===== config.mk =====
export PLATFORM = sky130hd
export DESIGN_NAME = regfile_writer
export DESIGN_NICKNAME = d
export VERILOG_FILES = /design/src/rtl/legv8_pkg.sv /design/src/rtl/wb_fifo.sv /design/src/rtl/regfile_writer.sv
export SDC_FILE = /design/constraint.sdc
export NUM_CORES = 1
export LEC_CHECK = 0
export BUFFER_PORTS_ARGS = -buffer_cell sky130_fd_sc_hd__buf_2
export CORE_ASPECT_RATIO = 2
export CORE_MARGIN = 5
export CORE_UTILIZATION = 62
export DETAILED_ROUTE_END_ITERATION = 7
export PLACE_DENSITY = 0.92
export SLEW_MARGIN = 5
export SYNTH_ARGS = -nofsm -noshare
export SYNTH_HDL_FRONTEND = slang
export SYNTH_HIERARCHICAL = 1
export SYNTH_SLANG_ARGS = --single-unit
export TNS_END_PERCENT = 20

===== constraint.sdc =====
create_clock -name clk -period 5.9 [get_ports clk]
set_input_delay 0.59 -clock clk [delete_from_list [all_inputs] [get_ports clk]]
set_output_delay 0.59 -clock clk [all_outputs]
set_load 0.02 [all_outputs]

===== src/rtl/legv8_pkg.sv =====
// rtl/legv8_pkg.sv - shared constants and writeback entry type for the LEGv8 register file
package legv8_pkg;

    localparam int N_DATA = 64;
    localparam int REG_AW = 5;

    localparam logic [REG_AW-1:0] XZR = 5'd31;

    typedef struct packed {
        logic [REG_AW-1:0] wa;
        logic [N_DATA-1:0] wd;
    } wb_entry_t;

endpackage


===== src/rtl/wb_fifo.sv =====
// rtl/wb_fifo.sv - 2-write/1-read circular writeback FIFO with ordered dual push
module wb_fifo
    import legv8_pkg::*;
#(
    parameter int DEPTH = 4
) (
    input  logic                     clk,
    input  logic                     reset,
    input  logic                     push0_valid,
    input  wb_entry_t                push0_data,
    input  logic                     push1_valid,
    input  wb_entry_t                push1_data,
    input  logic                     pop,
    output wb_entry_t                head,
    output logic [$clog2(DEPTH):0]   count
);

    localparam int AW = $clog2(DEPTH);
    localparam int CW = AW + 1;

    logic [AW-1:0] wr_q, wr_d;
    logic [AW-1:0] rd_q, rd_d;
    logic [CW-1:0] count_q, count_d;
    logic [AW-1:0] push1_idx;
    wb_entry_t     mem_q [DEPTH];

    // push1 lands right behind push0 when both are written in the same cycle
    always_comb begin
        push1_idx = push0_valid ? wr_q + AW'(1) : wr_q;
        wr_d      = wr_q + AW'(push0_valid) + AW'(push1_valid);
        rd_d      = rd_q + AW'(pop);
        count_d   = count_q + CW'(push0_valid) + CW'(push1_valid) - CW'(pop);
    end

    // pointers and occupancy; pointers wrap naturally since DEPTH is a power of 2
    always_ff @(posedge clk or posedge reset) begin
        if (reset) begin
            wr_q    <= '0;
            rd_q    <= '0;
            count_q <= '0;
        end else begin
            wr_q    <= wr_d;
            rd_q    <= rd_d;
            count_q <= count_d;
        end
    end

    // storage is never read while empty, so it carries no reset
    always_ff @(posedge clk) begin
        if (push0_valid) mem_q[wr_q] <= push0_data;
        if (push1_valid) mem_q[push1_idx] <= push1_data;
    end

    assign head  = mem_q[rd_q];
    assign count = count_q;

endmodule


===== src/rtl/regfile_writer.sv =====
// rtl/regfile_writer.sv - serialises ALU and load writebacks onto the regfile write port
module regfile_writer
    import legv8_pkg::*;
#(
    parameter int N     = N_DATA,
    parameter int DEPTH = 4
) (
    input  logic                    clk,
    input  logic                    reset,
    input  logic                    alu_valid,
    input  logic [REG_AW-1:0]       alu_wa,
    input  logic [N-1:0]            alu_wd,
    output logic                    alu_ready,
    input  logic                    mem_valid,
    input  logic [REG_AW-1:0]       mem_wa,
    input  logic [N-1:0]            mem_wd,
    output logic                    mem_ready,
    input  logic                    issue_valid,
    input  logic [REG_AW-1:0]       issue_wa,
    output logic [31:0]             pend,
    output logic                    we3,
    output logic [REG_AW-1:0]       wa3,
    output logic [N-1:0]            wd3,
    output logic [$clog2(DEPTH):0]  count
);

    localparam int CW = $clog2(DEPTH) + 1;
    localparam logic [CW-1:0] LVL_ONE_FREE = CW'(DEPTH - 1);
    localparam logic [CW-1:0] LVL_TWO_FREE = CW'(DEPTH - 2);

    logic [CW-1:0] fifo_count;
    wb_entry_t     fifo_head;
    wb_entry_t     mem_entry, alu_entry;
    logic          mem_push, alu_push, pop;
    wb_entry_t     last_q;
    logic [31:0]   pend_q, pend_d;

    // mem gets the last free slot; alu only takes it when mem is not competing
    assign mem_ready = (fifo_count <= LVL_ONE_FREE);
    assign alu_ready = (fifo_count <= LVL_TWO_FREE) ||
                       ((fifo_count == LVL_ONE_FREE) && !mem_valid);

    // XZR writes are acknowledged but never enter the FIFO
    assign mem_push  = mem_valid && mem_ready && (mem_wa != XZR);
    assign alu_push  = alu_valid && alu_ready && (alu_wa != XZR);
    assign mem_entry = '{wa: mem_wa, wd: mem_wd};
    assign alu_entry = '{wa: alu_wa, wd: alu_wd};
    assign pop       = (fifo_count != '0);

    wb_fifo #(.DEPTH(DEPTH)) u_fifo (
        .clk         (clk),
        .reset       (reset),
        .push0_valid (mem_push),
        .push0_data  (mem_entry),
        .push1_valid (alu_push),
        .push1_data  (alu_entry),
        .pop         (pop),
        .head        (fifo_head),
        .count       (fifo_count)
    );

    // remember the last committed entry so wa3/wd3 hold steady while empty
    always_ff @(posedge clk or posedge reset) begin
        if (reset) begin
            last_q <= '0;
        end else if (pop) begin
            last_q <= fifo_head;
        end
    end

    assign we3   = pop;
    assign wa3   = pop ? fifo_head.wa : last_q.wa;
    assign wd3   = pop ? fifo_head.wd : last_q.wd;
    assign count = fifo_count;

    // scoreboard: commit clears, issue sets afterwards so a newer in-flight write wins
    always_comb begin
        pend_d = pend_q;
        if (we3) pend_d[wa3] = 1'b0;
        if (issue_valid && (issue_wa != XZR)) pend_d[issue_wa] = 1'b1;
        pend_d[XZR] = 1'b0;
    end

    // scoreboard register
    always_ff @(posedge clk or posedge reset) begin
        if (reset) begin
            pend_q <= '0;
        end else begin
            pend_q <= pend_d;
        end
    end

    assign pend = pend_q;

endmodule


Word level (Yosys, flattened, before mapping)
Memory sizes are Yosys's and may differ from the RTL's.
Index checks and enable logic that the tools add are counted.
{"block": "word_totals", "out_inout_bits": 107, "input_bits": 148, "mem_bits_rw": 276, "register_bits": 107, "mem_count": 1}
{"block": "classes", "n_lt_le_gt_ge": 6, "n_reduce_logical": 11, "n_mux": 13, "bitwise_logic": 3, "addsub": 7, "n_eq_ne": 4}
{"name": "u_fifo.mem_q", "depth": 4, "width": 69, "read_ports": 1, "rd_clocked_by_memory_dff": 0, "write_ports": 2, "line": "wb_fifo.sv:25", "rtl": "wb_entry_t mem_q [DEPTH];"}
{"op": "$mux 64", "count": 1}
{"op": "$mux 31", "count": 2}
{"op": "$and 31x31->31", "count": 1}
{"op": "$not 31->31", "count": 1}
{"op": "$or 31x31->31", "count": 1}
{"op": "$ne 5x5->1 const B", "count": 3}
{"op": "$lt 5x6->1 const B", "count": 2}
{"op": "$demux 1 s5", "count": 2}
{"op": "$ge 5x1->1 const B", "count": 2}
{"op": "$logic_and 1x1->1", "count": 8}
{"op": "$add 2x1->2", "count": 3}
{"op": "$add 3x1->3", "count": 2}
{"op": "$le 3x2->1 const B", "count": 2}
{"op": "$mux 1", "count": 6}
{"op": "$mux 5", "count": 1}
{"op": "$eq 3x2->1 const B", "count": 1}
{"op": "$reduce_bool 3->1", "count": 1}
{"op": "$sub 3x1->3", "count": 1}
{"op": "$add 2x1->2 const B", "count": 1}
{"op": "$mux 2", "count": 1}
{"op": "$logic_not 1->1", "count": 1}
{"op": "$logic_or 1x1->1", "count": 1}

Logic depth before layout (Yosys ltp)
{"block": "logic_depth", "ltp_word": 11, "ltp_mapped": 11, "mapped_depth_nobuf": 10}

Modules after synthesis
Netlist, hierarchy kept.
{"mod": "wb_fifo", "n_inst": 1, "cells_per_inst": 712, "seq_area_each_um2": 8463.1, "area_per_inst_um2": 14057.2}
{"mod": "regfile_writer", "n_inst": 1, "cells_per_inst": 321, "seq_area_each_um2": 2502.4, "area_per_inst_um2": 4127.7}

Least setup slack after synthesis
OpenSTA, ideal clock, no wires.
{"block": "synth_timing", "path_kind": "flip-flop to flip-flop", "start": "register u_fifo.count_q[1], in the netlist u_fifo/count[1]", "end": "memory u_fifo/mem_q[1][0] in the netlist's numbering (enable)", "n_path_buf": 2, "stages_incl_launch_ff": 9, "arrival_ns": 3.851, "required_time_ns": 5.471, "path_slack_ns": 1.620, "path_cell_list": "dfrtp_1 -> a31oi_1 -> nand2_1 -> a31oi_1 -> nand2_2 -> o32a_1 -> buf_2 -> buf_6 -> nand2_1"}
{"element": "start, declared", "line": "wb_fifo.sv:23", "rtl": "logic [CW-1:0] count_q, count_d;"}
{"element": "start signal, assigned", "line": "wb_fifo.sv:44", "rtl": "count_q <= count_d;"}
{"element": "end, declared", "line": "wb_fifo.sv:25"}

==> results summary <==
CTS built an H-tree with a depth of 2. The number of pins exceeding their max-slew limit in the final report came to 0. The number of buffers created by CTS came out at 36. The data arrival time of the critical path came out at 3040 ps.

The wire length of the first global-routing pass came out at between 60000 and 70000 um. The delay contributed by the slowest stage of the critical path is slightly above 800 ps. The die covers around 0.033 mm2. The clock tree skew after final layout came out at 10.5 ps. The final standard cell utilization of the core came out at 0.716. The share of the yosys chip area belonging to registers came out at 0.603. The wire length after detailed routing is approximately 42000 um. The max-capacitance violation count came out at 0.

For this run, the top clock speed supported by timing is 276 MHz. The analysis attributes to cell leakage a power of between 8 and 9 nW. The area share of the largest cell type after synthesis came out at 0.456. Together, buffers and inverters on the worst path number 2.

The final net count is around 1400. Setup repair after global routing left no endpoint under its margin. The width of the chip is about 130 um. The detailed router's first-iteration violation count came out at between 600 and 700.

The largest total area in the synthesized netlist belongs to sky130_fd_sc_hd__edfxtp_1. The cell with the largest stage delay on the worst path is sky130_fd_sc_hd__dfrtp_4. After global routing the overflow that remains totals 0. The number of antenna violations at the first check in global routing was 12.

Setup violations remaining at the end of the flow were counted as 0. The insertion delay to the later sink of the worst-skew pair came out at 530 ps. For the pin with the worst max-slew slack, the measured transition is 1180 ps. The wire length per cell after detailed routing is between 20 and 30 um. The share of async-settable or async-resettable flops after synthesis is 0.279.

The via count of the first global-routing pass came to 11600. The category of the most critical setup path is reg -> out. After routing the design area is 0.0207 mm2.

The number of gates resized after CTS is 0. The power density normalized to cell area is 540 mW/mm2. The number of buffer cells added on primary ports came out at roughly 250. The register clock-pin slew on the reported worst setup and hold paths is 70 ps. The headroom to the max-slew limit is 0.211. The detailed router placed 10400 vias in this run. The ratio of routed vias to standard cells is 6.22. Pin placement for this block handled ~260 I/O pins. Among all flip-flop cells after synthesis, the most frequent one is sky130_fd_sc_hd__edfxtp_1. Routability-driven placement finished with a final weighted congestion of about 0.85. The area of the mapped netlist is 0.0182 mm2. The aggregate negative setup slack came out at 0 ps. The number of instances in the synthesized netlist is between 1000 and 1500. The number of clock sinks came out at roughly 380. The maximum number of buffers from clock root to sink came out at 3. TritonCTS built the clock tree. Walking the worst path, the cells encountered are buf_4, mux4_2, mux2_2, buf_2.

Data on the critical path is required at its endpoint by roughly 5300 ps. The starting density of the core came out at 0.628. The post-synthesis area per instance came out at about 18 um2. The number of nets with antenna violations after routing came out at 0. The clock period could shrink to 3630 ps. The kind of cell adding the most delay to the critical path is multiplexers. The detailed placer's ending HPWL is roughly 26000 um.

After detailed routing, the number of remaining DRC violations is 0. The synthesized flop and latch total came out at about 380. Among all cell types in the netlist, the one instantiated most often is sky130_fd_sc_hd__edfxtp_1.

The total of warnings raised by yosys came out at 6. The element type at the critical path start is a register. The worst setup slack after placement is ~2100 ps. In this run the worst hold path is classified as in -> reg. The core outline area came out at 0.0290 mm2.

Once placement finished, the instance area stood at between 0.015 and 0.02 mm2. Sorting the synthesized cells by how often they occur yields sky130_fd_sc_hd__edfxtp_1 (276), sky130_fd_sc_hd__mux2_2 (252), sky130_fd_sc_hd__dfrtp_1 (107). The final critical-path share of the clock period is 0.615. The final worst setup slack came out at approximately 2300 ps.

Across every metal layer, demand over resource in global routing totals 0.253. The run finished with clean final reports. The share of cells above drive strength 1 is 0.563.

Entering global routing, the biggest net connects about 70 pins. By area the synthesized netlist is led by sky130_fd_sc_hd__edfxtp_1 (46%), sky130_fd_sc_hd__mux2_2 (16%), sky130_fd_sc_hd__dfrtp_1 (15%). The number of flops mapped to enable cells by yosys is between 200 and 300. Measured along the y axis, the die boundary spans between 200 and 300 um.

The final hold violation count came out at 0. The tree is rooted in a sky130_fd_sc_hd__clkbuf_16. The number of placement rows came out at 88. The net count after synthesis is 1190. Before antenna repair, the detailed router went through 5 iterations. The worst-path maximum fanout is 27. The layout overhead on the synthesized area is 14.0%.

STA classifies the critical path endpoint as an output port. Overall power consumption after layout is estimated at 11.2 mW. The maximum ir drop on the vdd rail is ~0.36 mV.

The distinct cell type count of the synthesized netlist came out at 47.
layer usage:
metal | part of all wire | up-vias | GRT usage
met2 | 0.56 | 415 | 0.458
li1 | - | 4519 | -
met1 | 0.35 | 5341 | 0.283
met3 | 0.053 | 99 | 0.0388
met5 | 0.00033 | - | 0
met4 | 0.045 | 4 | 0.140
cell families (layout without fill, tap and decap cells):
kind of cell             count (synthesis)  in the layout  share of synthesized area
multiplexers                           409            409                      0.310
flip-flops                             383            383                      0.603
AND/OR/NAND/NOR                         96             96                     0.0271
buffers and inverters                   82            348                     0.0283
AO/OA/AOI/OAI                           49             49                     0.0218
adder cells (fa/ha/maj)                  9              9                    0.00743
XOR/XNOR                                 4              4                    0.00193
other                                    1             11                   0.000206
stage by stage:
step           hold slack (ps)  std cells
6_report                   392       1669
5_1_grt                    382       1669
4_1_cts                    360       1659
3_5_place_dp               451       1594
3_3_place_gp               447       1594
2_1_floorplan              393       1033
cell usage in the layout (no fill, tap or decap), types with 4 or more instances in the layout:
| master | n |
|---|---|
| sky130_fd_sc_hd__edfxtp_1 | 276 |
| sky130_fd_sc_hd__buf_2 | 253 |
| sky130_fd_sc_hd__mux2_2 | 252 |
| sky130_fd_sc_hd__dfrtp_1 | 105 |
| sky130_fd_sc_hd__mux2_4 | 69 |
| sky130_fd_sc_hd__mux4_2 | 69 |
| sky130_fd_sc_hd__nand2_1 | 64 |
| sky130_fd_sc_hd__clkbuf_16 | 37 |
| sky130_fd_sc_hd__mux2_1 | 19 |
| sky130_fd_sc_hd__inv_1 | 18 |
| sky130_fd_sc_hd__o21ai_0 | 15 |
| sky130_fd_sc_hd__diode_2 | 10 |
| sky130_fd_sc_hd__buf_4 | 10 |
| sky130_fd_sc_hd__clkbuf_1 | 9 |
| sky130_fd_sc_hd__o31ai_1 | 8 |
| sky130_fd_sc_hd__a22oi_1 | 8 |
| sky130_fd_sc_hd__clkinv_2 | 8 |
| sky130_fd_sc_hd__ha_1 | 6 |
| sky130_fd_sc_hd__o41ai_2 | 4 |
| sky130_fd_sc_hd__o41ai_1 | 4 |
registers in the layout, summed over array words and instances (netlist names):
| register | flops |
|---|---|
| u_fifo/rd_q | 2 |
| u_fifo/count | 3 |
| pend | 31 |
| last_q | 69 |
| u_fifo/wr_q | 2 |
| u_fifo/mem_q | 276 |
final cells by class:
type / instances / area, um2
flip-flops and latches: 383 / 11000
well taps: 360 / 450
repair buffers: 264 / 1350
inverters: 20 / 77.6
clock buffers: 49 / 1000
multi-input cells: 568 / 6750
fillers: 1791 / 8220
diodes: 10 / 25.0
clock inverters: 15 / 109
report_power, final:
part / switching (mW) / internal [mW] / leakage, nW / total, mW
Sequential: 0.459 / 3.98 / 3.75 / 4.44
Clock: 0.992 / 1.24 / 0.542 / 2.23
Combinational: 2.61 / 1.93 / 3.74 / 4.54
final timing paths:
check                                startpoint                   to  slack (ps)  cells past startpoint
worst min-delay path                 alu_wd[15]  u_fifo/mem_q[0][15]         390                      2
worst max-delay path             u_fifo/rd_q[0]              wd3[52]        2270                      4
worst min register to register       last_q[67]           last_q[67]         470                      2
worst max register to register  u_fifo/count[2]  u_fifo/mem_q[0][45]        2320                      6
min in group asynchronous                 reset       u_fifo/wr_q[0]         580                      3
max in group asynchronous                 reset           last_q[21]        3910                      4
worst reg2reg max path: stages, from the launching register on:
cell and delay [ps]:
sky130_fd_sc_hd__dfrtp_1 490, sky130_fd_sc_hd__a31oi_1 220, sky130_fd_sc_hd__nand2_1 80, sky130_fd_sc_hd__a31oi_1 520, sky130_fd_sc_hd__nand2b_4 160, sky130_fd_sc_hd__o32a_2 690
sky130_fd_sc_hd__nand2_4 940
timing repair:
item | CTS | global route
hold endpoints to repair | 3 | 0
endpoints found under the setup margin | 0 | 0
buffers inserted | 0 | 0
hold buffers | 1 | 0
No activity file was read; power rests on OpenSTA's default activity.
